<file path="config.mk">
export PLATFORM = sky130hd
export DESIGN_NAME = clk_div_ctrl
export DESIGN_NICKNAME = d
export VERILOG_FILES = /design/src/rtl/clk_div_ctrl.sv
export SDC_FILE = /design/constraint.sdc
export NUM_CORES = 1
export LEC_CHECK = 0
export BUFFER_PORTS_ARGS = -buffer_cell sky130_fd_sc_hd__buf_2
export CAP_MARGIN = 5
export CORE_ASPECT_RATIO = 0.75
export CORE_MARGIN = 1.5
export CORE_UTILIZATION = 55
export DETAILED_ROUTE_END_ITERATION = 16
export GPL_ROUTABILITY_DRIVEN = 0
export HOLD_SLACK_MARGIN = 0.06
export PLACE_DENSITY = 0.84
export SLEW_MARGIN = 20
export SYNTH_ARGS = -nofsm -noshare
export SYNTH_HDL_FRONTEND = slang
export SYNTH_SLANG_ARGS = --single-unit
</file>
<file path="constraint.sdc">
create_clock -name clk_in -period 2.5 [get_ports clk_in]
set_clock_uncertainty 0.05 [all_clocks]
set_input_delay 0.125 -clock clk_in [delete_from_list [all_inputs] [get_ports clk_in]]
set_output_delay 0.125 -clock clk_in [all_outputs]
set_load 0.05 [all_outputs]
</file>
<file path="src/rtl/clk_div_ctrl.sv">
// Glitch-free programmable even-ratio clock divider with run/stop sequencing.
// New ratios are applied only at period boundaries or while idle.
module clk_div_ctrl #(
    parameter int CNT_W       = 6,
    parameter int DIV_DEFAULT = 5
) (
    input  logic             clk_in,
    input  logic             rst,
    input  logic             cfg_valid,
    output logic             cfg_ready,
    input  logic [CNT_W-1:0] cfg_div,
    input  logic             run_req,
    output logic             clk_out,
    output logic             busy,
    output logic [CNT_W-1:0] div_active,
    output logic             switch_done,
    output logic             cfg_err
);

    typedef enum logic [1:0] {IDLE, RUN, DRAIN} state_t;

    localparam logic [CNT_W:0] ONE = (CNT_W+1)'(1);

    state_t           state, state_n;
    logic [CNT_W:0]   cnt, cnt_n;
    logic [CNT_W:0]   half_end, per_end;
    logic [CNT_W-1:0] pdiv, pdiv_n, div_n;
    logic             pend, pend_n;
    logic             clk_n, busy_n, sw_n, err_n;
    logic             take, bound, apply;

    assign cfg_ready = !pend;
    assign take      = cfg_valid && !pend;
    assign half_end  = {1'b0, div_active} - ONE;
    assign per_end   = {div_active, 1'b0} - ONE;
    assign bound     = (state != IDLE) && (cnt == per_end);

    always_ff @(posedge clk_in) begin
        if (rst) begin
            state       <= IDLE;
            cnt         <= '0;
            clk_out     <= 1'b0;
            busy        <= 1'b0;
            div_active  <= CNT_W'(DIV_DEFAULT);
            pdiv        <= '0;
            pend        <= 1'b0;
            switch_done <= 1'b0;
            cfg_err     <= 1'b0;
        end else begin
            state       <= state_n;
            cnt         <= cnt_n;
            clk_out     <= clk_n;
            busy        <= busy_n;
            div_active  <= div_n;
            pdiv        <= pdiv_n;
            pend        <= pend_n;
            switch_done <= sw_n;
            cfg_err     <= err_n;
        end
    end

    always_comb begin
        state_n = state;
        cnt_n   = cnt;
        clk_n   = clk_out;
        div_n   = div_active;
        pdiv_n  = pdiv;
        pend_n  = pend;
        sw_n    = 1'b0;
        err_n   = 1'b0;
        apply   = 1'b0;

        if (take) begin
            if (cfg_div == '0) begin
                err_n = 1'b1;
            end else begin
                pend_n = 1'b1;
                pdiv_n = cfg_div;
            end
        end

        unique case (state)
            IDLE: begin
                cnt_n = '0;
                clk_n = 1'b0;
                apply = pend;
                if (run_req) state_n = RUN;
            end
            RUN, DRAIN: begin
                cnt_n = cnt + ONE;
                if (cnt == half_end) clk_n = 1'b1;
                if (bound) begin
                    cnt_n = '0;
                    clk_n = 1'b0;
                    apply = pend;
                end
                // DRAIN only retires to IDLE once the period is complete
                if (run_req)
                    state_n = RUN;
                else if (state == DRAIN && bound)
                    state_n = IDLE;
                else
                    state_n = DRAIN;
            end
            default: state_n = IDLE;
        endcase

        // take and apply are exclusive: take needs pend low, apply needs it high
        if (apply) begin
            div_n  = pdiv;
            pend_n = 1'b0;
            sw_n   = 1'b1;
        end

        busy_n = (state_n != IDLE);
    end

endmodule
</file>
Word-level counts from Yosys, hierarchy flattened
Cells that the tools add are included.
- add/sub/neg operators: 3
- equality and inequality tests: 5
- muxes and demuxes: 13
- bitwise gates (word level): 2
- reductions and logical operators: 14
- operators with widths (cell ; count):
    $eq 7x7->1 ; 2
    $pmux 7 s2 ; 1
    $add 7x1->7 const B ; 1
    $mux 7 ; 1
    $sub 6x1->7 const B ; 1
    $sub 7x1->7 const B ; 1
    $logic_not 6->1 ; 1
    $mux 2 ; 3
    $reduce_bool 2->1 ; 3
    $reduce_or 2->1 ; 3
    $mux 1 ; 5
    $pmux 1 s2 ; 2
    $pmux 2 s2 ; 1
    $reduce_and 2->1 ; 2
    $logic_and 1x1->1 ; 3
    $ne 3x3->1 const B ; 1
    $eq 2x1->1 const B ; 1
    $eq 2x2->1 const B ; 1
    $logic_not 2->1 ; 1
    $not 1->1 ; 2
    $logic_not 1->1 ; 1
- register bits after elaboration: 26
- bits of input ports: 10
- output and inout port bits: 11
- word-level logic and storage cells: 46

Depth between registers and ports, before layout
Gate-level depths: netlist (run 1).
- depth after elaboration: 8
- mapped depth: 8
- gate-level depth less buffers: 8

Worst setup path after synthesis (run 1)
OpenSTA, ideal clock, no wires.
- path type: reg-to-reg
- start point: register div_active[0]
- end point: register div_active[0]
- setup time: 0.122 ns
- data arrival time: 2.390 ns
- data required time: 2.328 ns
- path slack: -0.062 ns
- stages on the path, launching flop included: 9
- path buffers: 0
- period minus slack after synthesis: 2.562 ns
- path through: dfxtp_1 > inv_1 > ha_1 > xor2_1 > nand4b_1 > mux2i_1 > a41o_2 > a21oi_1 > a311o_1
- cells in the longest elaborated chain, start to end: 5
- RTL lines (element ; RTL line ; source):
    start: declaration ; 15 ; output logic [CNT_W-1:0] div_active,
    start signal: assignment ; 44 ; div_active <= CNT_W'(DIV_DEFAULT);
    start signal: assignment ; 54 ; div_active <= div_n;
    $sub 7x1->7 ; 35 ; assign per_end = {div_active, 1'b0} - ONE;
    $eq 7x7->1 ; 36 ; assign bound = (state != IDLE) && (cnt == per_end);
    $logic_and 1x1->1 ; 36 ;
    $mux 1 ; 92 ; if (bound) begin
    $pmux 1 s2 ; 82 ; unique case (state)
No other way between the ends.
A chain may end at the register's enable or synchronous reset.

Final worst setup path (run 1)
- start point: register div_active[1]
- end point: register div_active[0]
The elaborated chain is that of the path after synthesis.

==> impl_metrics.yaml, run 1 <==
routing:
  routed_wl_um: 3262
  wl_per_cell_um: 15.03
  drcViolationCount: 0
  dr.pass1.iters: 4
  dr.first_iter.drc_count: 79
  final_antenna_net_count: 0
  vias: 1257
  vias_per_cell: 5.793
timing:
  setup_tns_ps: 0
  rsz0062_at_grt: "no"
  fin_ws_ps: 182.7
  setup_viol: 0
  maxSlewHeadroom_pct: 68.35
  tightest_slew_ps: 473.0
  hold_violations: 0
  period_share_pct: 92.69
  slew_violations: 0
  timing.hold.ws_ps: 135.0
  max_clock_freq_mhz: 431.5
  period_minus_slack_ps: 2317
yosys:
  yosys-top-cells-area: "dfxtp_1, xor2_1, xnor2_1"
  synth_cells: 155
  yosysWarnings: 0
  yosys.area.top_type_share_pct: 37.14
  syn_nets: 170
  synth-edff-count: 0
  seq_area_frac_synth_pct: 37.14
  async_reset_ff_share_pct: 0
  yosys.area.top_type: "dfxtp_1"
  synth-seq-cells: 26
  netlist_area_sq_mm: 0.001401
  synthDistinctLibCells: 42
  synth_ff_type: "dfxtp_1"
  syn_area_per_cell_sq_um: 9.041
critical_path:
  crit_slowest_cell: "dfxtp_1"
  cp_cell_sequence: "inv_1 > ha_1 > xor2_1 > nand4_1 > mux2i_4 > a41o_4 > a21oi_1 > a311o_1"
  worstPathArrival_ps: 2520
  required_ps: 2700
  worst_setup_path_start_kind: "register"
  worstSetupPathType: "reg -> reg"
  crit_path_end_kind: "register"
  worst-path-max-fanout: 8
  slowest_delay_ps: 430
place:
  placement.io_buffers: 20
  dpl.hpwl_um: 2343
  place_ws_ps: 207.4
clock_tree:
  ctsLongestPathBuffers: 2
  cts_tree: "yes"
  htree_levels: 1
  clkTransAtPathRegs_ps: 150
  cts_buffers: 3
  cts_setup_buffers: 0
  clk_latency_ps: 340
  cts-root-buf: "clkbuf_4"
  clock-sinks: 26
global_routing:
  grt_use_total_pct: 26.58
  met2_usage_pct: 40.43
  grt_pass1_wl_um: 5478
  grt_antenna_before_repair: 0
  grt_busiest_layer: "met2"
  overflow: 0
  grt_use_met1_pct: 35.81
  grt_pass1_vias: 1220
  grt_max_degree: 23
  grt_use_met3_pct: 7.865
run_status:
  outcome: "complete, no violations"
pwr:
  cellLeakagePower_nw: 0.6718
  powerDensity_mw_per_mm2: 662.2
  finalPower_mw: 1.123
  worst_ir_drop_vdd_mv: 0.3799
layout:
  area_growth_syn_to_layout_pct: 20.98
  multi_input_area_sq_um: 854.6
  fill_cells: 189
  seq_area_sq_um: 521.8
  layout.nets: 199
  num_antenna_cells: 0
  drive_above_1_share_pct: 18.58
floorplanning:
  rows: 15
  io_pins: 21
  die-area_sq_mm: 0.002863
  die_width_um: 61.29
  start_util_pct: 59.73
  die_y_um: 46.72
  coreArea_sq_mm: 0.002346
flow_run:
  drv_cap: 0
hold_path:
  hp-class: "in -> reg"
-- state kept, by name (all words and copies together), names as in the netlist --
name and count:
cnt 7, div_active 6, pdiv 6, state 2
busy 1, cfg_err 1, clk_out 1, pend 1
switch_done 1
-- layout by cell type, fill, tap and decap left out, types with 2 or more instances in the layout --
cell type and instances:
dfxtp_1 25, xor2_1 10, clkbuf_4 3, nor3b_1 3
nor2_1 10, buf_2 20, a22o_1 3, and3_1 2
a211oi_1 3, a31oi_1 3, nor4_1 2, o21ai_0 8
nor3_1 5, ha_1 5, a21oi_1 8, nand3_1 3
nand4b_1 2, nand2_1 8, nand4_1 3, nand3b_1 2
dlygate4sd3_1 9, mux2i_1 5, xnor2_1 8, inv_1 9
-- layer usage --
layer	share of wire, %	up-vias
met5	0	-
met4	1.9	0
met3	6.3	7
met2	46	51
met1	46	583
li1	-	616
-- metrics by stage --
step                      utilization (%)  std cells  instance area [sq um]
after floorplan                         -        155                   1403
after global placement              65.07        204                   1526
after detailed placement            65.07        204                   1526
after CTS                           71.15        217                   1669
after global routing                72.27        217                   1695
final                               72.27        217                   1695
-- cell type report --
type,count,area share [%]
clock buffers,3,1.328
clock inverters,1,1.771
flip-flops and latches,26,30.77
multi-input cells,115,50.41
inverters,9,1.993
well taps,34,2.509
repair buffers,29,11.22
-- worst paths after layout --
path,slack [ps],startpoint,endpoint,depth (start not counted)
worst min-delay path,140,rst,pdiv[1],2
worst max-delay path,180,div_active[1],div_active[0],8
worst min register to register,430,pdiv[2],pdiv[2],2
worst max register to register,180,div_active[1],div_active[0],8
-- synthesized netlist by cell type (all sizes together), types with 2 or more instances --
| cell type | count |
|---|---|
| a211oi | 3 |
| a21oi | 9 |
| a22o | 3 |
| a31oi | 3 |
| a41o | 2 |
| and3 | 2 |
| and3b | 2 |
| clkbuf | 5 |
| dfxtp | 26 |
| ha | 5 |
| inv | 9 |
| mux2i | 6 |
| nand2 | 8 |
| nand3 | 4 |
| nand3b | 2 |
| nand4 | 3 |
| nand4b | 2 |
| nor2 | 10 |
| nor3 | 6 |
| nor3b | 3 |
| nor4 | 2 |
| o21ai | 8 |
| xnor2 | 9 |
| xor2 | 10 |
-- where the power goes --
| part | total (mW) | internal (mW) | switching, mW |
|---|---|---|---|
| Combinational | 0.348 | 0.129 | 0.219 |
| Sequential | 0.480 | 0.447 | 0.0328 |
| Clock | 0.294 | 0.163 | 0.132 |
-- cells by family (layout without fill, tap and decap cells) --
kind of cell,count (synthesis),after routing,share of synthesized area (%)
compound gates,35,35,17.41
xor+xnor,19,19,12.41
fa+ha+maj,5,5,4.464
buf+inv,14,42,3.750
flops,26,26,37.14
mux,6,6,4.286
simple gates,50,50,20.54
-- repair_timing --
action | CTS | global route
endpoints found under the hold margin | 9 | 0
endpoints found under the setup margin | 0 | 2
gates resized for setup | 0 | 4
hold buffers | 9 | 0
-- critical path, delay by kind of cell (launching register included) --
family                     cells  cell delay [ps]
muxes                          1              220
xor gates and xnor gates       1              210
and+or+nand+nor                1              180
AOI/OAI and AO/OA              3              700
DFF                            1              430
adders and majority gates      1              330
buffers and inverters          1              100
Power figures use the tool's default switching activity.
==> run 2: changes to the inputs <==
--- a/config.mk
+++ b/config.mk
@@ -14,6 +14,7 @@
 export GPL_ROUTABILITY_DRIVEN = 0
 export HOLD_SLACK_MARGIN = 0.06
 export PLACE_DENSITY = 0.84
+export REMOVE_ABC_BUFFERS = 1
 export SLEW_MARGIN = 20
 export SYNTH_ARGS = -nofsm -noshare
 export SYNTH_HDL_FRONTEND = slang
==> impl_metrics.yaml, run 2 (synthesis gave the netlist of run 1 again) <==
floorplanning:
  rows: 15
  io_pins: 21
  die_width_um: 61.29
  die-area_sq_mm: 0.002863
  start_util_pct: 59.73
  coreArea_sq_mm: 0.002346
  die_y_um: 46.72
run_status:
  outcome: "complete, no violations"
layout:
  largest-register: "cnt"
  area_growth_syn_to_layout_pct: 18.48
  stdcell_area_sq_mm: 0.001660
  largestRegisters: "cnt x7, div_active x6, pdiv x6"
  num_antenna_cells: 0
  layout.nets: 199
  layout_common_cells: "dfxtp_1, buf_2, xor2_1, nor2_1"
  final_common_cell: "dfxtp_1"
  drive_above_1_share_pct: 18.58
  utilization_pct: 70.77
  largest_reg_flops: 7
timing:
  setup_tns_ps: 0
  rsz0062_at_grt: "no"
  period_share_pct: 95.92
  slew_violations: 0
  maxSlewHeadroom_pct: 68.72
  hold_violations: 0
  setup_viol: 0
  timing.hold.ws_ps: 143.8
  tightest_slew_ps: 467.5
  max_clock_freq_mhz: 417.0
  period_minus_slack_ps: 2398
routing:
  drcViolationCount: 0
  final_antenna_net_count: 0
  dr.first_iter.drc_count: 109
  vias: 1291
  vias_per_cell: 5.949
  dr.pass1.iters: 4
  routed_wl_um: 3333
  wl_per_cell_um: 15.36
critical_path:
  crit_start: "div_active[1]"
  timing.rr.end: "div_active[0]"
  worstPathArrival_ps: 2580
  path_buf_inv: 1
  rrSetupSlack_ps: 100
  cp_cell_sequence: "inv_1 > ha_1 > xor2_1 > nand4_1 > mux2i_2 > a41o_2 > a21oi_1 > a311o_1"
  reg2reg_from: "div_active[1]"
  crit_family: "compound AO/OA/AOI/OAI gates"
  crit_path_end_kind: "register"
  required_ps: 2680
  worst_setup_path_start_kind: "register"
  crit_slowest_cell: "dfxtp_1"
  slowest_delay_ps: 450
  worst-path-max-fanout: 8
  worstSetupPathType: "reg -> reg"
  worst_r2r_path_depth: 8
hold_path:
  worstHoldStart: "rst"
  hp-class: "in -> reg"
  timing.hold.worst_path_depth: 2
  hold_end: "pdiv[4]"
global_routing:
  grt_use_total_pct: 24.44
  grt_max_degree: 23
  grt_pass1_vias: 1115
  grt_antenna_before_repair: 0
  grt_pass1_wl_um: 5112
  overflow: 0
clock_tree:
  cts_buffers: 3
  cts-root-buf: "clkbuf_4"
  htree_levels: 1
  cts_tree: "yes"
  clkTransAtPathRegs_ps: 140
  clk_latency_ps: 330
  cts_setup_buffers: 0
  ctsLongestPathBuffers: 2
  clock-sinks: 26
pwr:
  pwr-share-comb_pct: 32.7
  switching_share_pct: 36.26
  cellLeakagePower_nw: 0.6620
  powerDensity_mw_per_mm2: 624.5
  p_sw_mw: 0.3759
  internal_power_mw: 0.6609
  worst_ir_drop_vdd_mv: 0.4774
  p_clk_share_pct: 20.9
  power_frac_seq_pct: 46.4
  finalPower_mw: 1.037
flow_run:
  drv_cap: 0
place:
  dpl.hpwl_um: 2272
  placed_area_sq_mm: 0.001525
  placement.io_buffers: 20
## run 2: cell types whose count changed in the layout (fill, tap and decap cells not counted)
cell / delta
clkbuf_8: +1
a41o_4: -1
mux2i_2: +1
a41o_2: +1
mux2i_4: -1
bufinv_16: -1
## run 2: power by group through the flow
stage                     registers [mW]  logic (mW)  clock network, mW
final                              0.481       0.339              0.217
after global routing               0.486       0.369              0.236
after CTS                          0.480       0.328              0.222
after detailed placement           0.489       0.316                  0
after global placement             0.487       0.306                  0
after floorplan                    0.530       0.196                  0
## run 2: area by class of cell
class | count | area [sq um]
clock buffer | 4 | 36.28
fill | 183 | 685.7
inverter | 9 | 33.78
multi-input combinational | 115 | 835.8
sequential | 26 | 521.8
tap | 34 | 42.54
timing repair buffer | 29 | 190.2
## run 2: per-stage QoR
stage          instances  setup WS, ps
4_1_cts              217         81.62
3_3_place_gp         204         238.0
3_5_place_dp         204         128.6
5_1_grt              217         8.880
6_report             217         101.9
2_1_floorplan        150        -61.69
## run 2: per-layer routing
| layer | vias to the layer above | GRT usage, % | share of wire [%] |
|---|---|---|---|
| li1 | 617 | - | - |
| met1 | 597 | 34.51 | 43 |
| met2 | 69 | 37.45 | 46 |
| met3 | 8 | 7.584 | 9.2 |
| met4 | 0 | 3.913 | 1.3 |
| met5 | - | 0 | 0 |
## run 2: timing repair
| item | in CTS | in global routing |
|---|---|---|
| endpoints found under the setup margin | 0 | 8 |
| hold endpoints to repair | 9 | 0 |
| resized for setup | 0 | 3 |
| hold buffers | 9 | 0 |
## run 2: worst max-delay path by stage
stage                    end  slack [ps]  cells past startpoint
2_1_floorplan  div_active[0]         -60                      8
3_3_place_gp   div_active[0]         240                      8
3_5_place_dp   div_active[0]         130                      8
4_1_cts        div_active[0]          80                      8
5_1_grt        div_active[0]           9                      8
6_report       div_active[0]         100                      8
==> run 3: changes to the inputs <==
--- a/config.mk
+++ b/config.mk
@@ -5,7 +5,7 @@
 export SDC_FILE = /design/constraint.sdc
 export NUM_CORES = 1
 export LEC_CHECK = 0
-export BUFFER_PORTS_ARGS = -buffer_cell sky130_fd_sc_hd__buf_2
+export BUFFER_PORTS_ARGS = -buffer_cell sky130_fd_sc_hd__clkbuf_2
 export CAP_MARGIN = 5
 export CORE_ASPECT_RATIO = 0.75
 export CORE_MARGIN = 1.5
==> impl_metrics.yaml, run 3 (synthesis gave the netlist of run 1 again) <==
run_status:
  outcome: "complete, no violations"
global_routing:
  grt_antenna_before_repair: 0
  grt_pass1_wl_um: 5347
  overflow: 0
  grt_pass1_vias: 1112
  grt_use_total_pct: 25.56
  grt_max_degree: 23
timing:
  max_clock_freq_mhz: 431.5
  setup_viol: 0
  rsz0062_at_grt: "no"
  maxSlewHeadroom_pct: 67.42
  tightest_slew_ps: 488.7
  period_minus_slack_ps: 2318
  slew_violations: 0
  fin_ws_ps: 182.3
  hold_violations: 0
  period_share_pct: 92.71
routing:
  dr.pass1.iters: 4
  top_layer: "met4"
  routed_wl_um: 3348
  met2_length_um: 1616
  wl_met1_um: 1544
  wl_met3_um: 172
  final_antenna_net_count: 0
  vias: 1284
  wl_per_cell_um: 15.36
  vias_per_cell: 5.890
  dr.first_iter.drc_count: 98
  drcViolationCount: 0
layout:
  drive_above_1_share_pct: 17.39
  fin_cells: 218
  largestRegisters: "cnt x7, div_active x6, pdiv x6"
  utilization_pct: 70.72
  layout_common_cells: "dfxtp_1, clkbuf_2, xor2_1, nor2_1, dlygate4sd3_1"
  largest_reg_flops: 7
  num_antenna_cells: 0
  area_growth_syn_to_layout_pct: 18.39
  largest-register: "cnt"
  final_common_cell: "dfxtp_1"
  layout.nets: 201
pwr:
  p_clk_share_pct: 17.6
  cellLeakagePower_nw: 0.6674
  worst_ir_drop_vdd_mv: 0.4527
  internal_power_mw: 0.6298
  pwr-share-comb_pct: 34.7
  power_frac_seq_pct: 47.7
  p_sw_mw: 0.3718
  switching_share_pct: 37.12
  finalPower_mw: 1.002
  powerDensity_mw_per_mm2: 603.7
place:
  placement.io_buffers: 20
  placed_cells: 205
  dpl.hpwl_um: 2417
  place_ws_ps: 228.0
floorplanning:
  coreArea_sq_mm: 0.002346
  die-area_sq_mm: 0.002863
  rows: 15
  die_width_um: 61.29
  io_pins: 21
  start_util_pct: 59.73
  die_y_um: 46.72
critical_path:
  cp_cell_sequence: "inv_1 > ha_1 > xor2_1 > nand4b_1 > mux2i_1 > a41o_2 > a21oi_1 > a311o_1"
  worst_setup_path_start_kind: "register"
  crit_path_end_kind: "register"
  worst-path-max-fanout: 8
  worst_r2r_path_depth: 8
  worstPathArrival_ps: 2490
  crit_slowest_cell: "dfxtp_1"
  required_ps: 2680
  worstSetupPathType: "reg -> reg"
  slowest_delay_ps: 410
  crit_family: "compound AO/OA/AOI/OAI gates"
  rrSetupSlack_ps: 180
  path_buf_inv: 1
  cp.depth: 8
clock_tree:
  clkTransAtPathRegs_ps: 130
  cts_tree: "yes"
  htree_levels: 1
  cts_buffers: 3
  ctsLongestPathBuffers: 2
  clock-sinks: 26
  cts-root-buf: "clkbuf_4"
  clk_latency_ps: 320
  cts_setup_buffers: 0
hold_path:
  timing.hold.worst_path_depth: 2
  hp-class: "in -> reg"
flow_run:
  drv_cap: 0
-- run 3: cell types whose count changed in the layout (fill, tap and decap cells not counted), sizes merged --
cell         delta
buf            -19
dlygate4sd3     +1
clkbuf         +19
-- run 3: final cells by class --
cell class	instances	area, sq um
multi-input cells	115	832.0
fillers	180	686.9
flip-flops and latches	26	520.5
repair buffers	31	207.7
well taps	34	42.54
inverters	9	33.78
clock buffers	3	22.52
-- run 3: stage by stage --
step	area [sq um]	hold WS (ps)	TNS, ps
finish	1659	250.6	0
global route	1659	256.3	0
CTS	1655	232.3	0
detailed placement	1533	286.1	0
global placement	1533	272.9	0
floorplan	1383	144.1	-81.18
-- run 3: final timing paths --
check                     start       endpoint
setup reg to reg  div_active[1]  div_active[0]
setup / recovery  div_active[1]  div_active[0]
hold / removal              rst         cnt[2]
hold reg to reg         pdiv[3]  div_active[3]
-- run 3: worst register-to-register path, stage by stage, from the launching register on --
cell and delay (ps):
dfxtp_1 410, inv_1 90, ha_1 330, xor2_1 210
nand4b_1 120, mux2i_1 270, a41o_2 330, a21oi_1 90
a311o_1 330
-- run 3: timing repair --
| action | 4_1_cts | 5_1_grt |
|---|---|---|
| hold buffers | 10 | 0 |
| gates resized for setup | 0 | 1 |
| endpoints found under the setup margin | 0 | 1 |
| hold endpoints to repair | 9 | 0 |
-- run 3: power groups by stage --
stage	clock network (mW)	registers, mW	logic [mW]
2_1_floorplan	0	0.530	0.196
3_3_place_gp	0	0.484	0.311
3_5_place_dp	0	0.487	0.325
4_1_cts	0.177	0.477	0.339
5_1_grt	0.191	0.483	0.373
6_report	0.176	0.478	0.347
-- run 3: per-layer routing --
| metal | GRT usage, % | vias to the layer above |
|---|---|---|
| met1 | 35.69 | 631 |
| met5 | 0 | - |
| met2 | 42.13 | 33 |
| met4 | 3.043 | 0 |
| li1 | - | 618 |
| met3 | 5.337 | 2 |
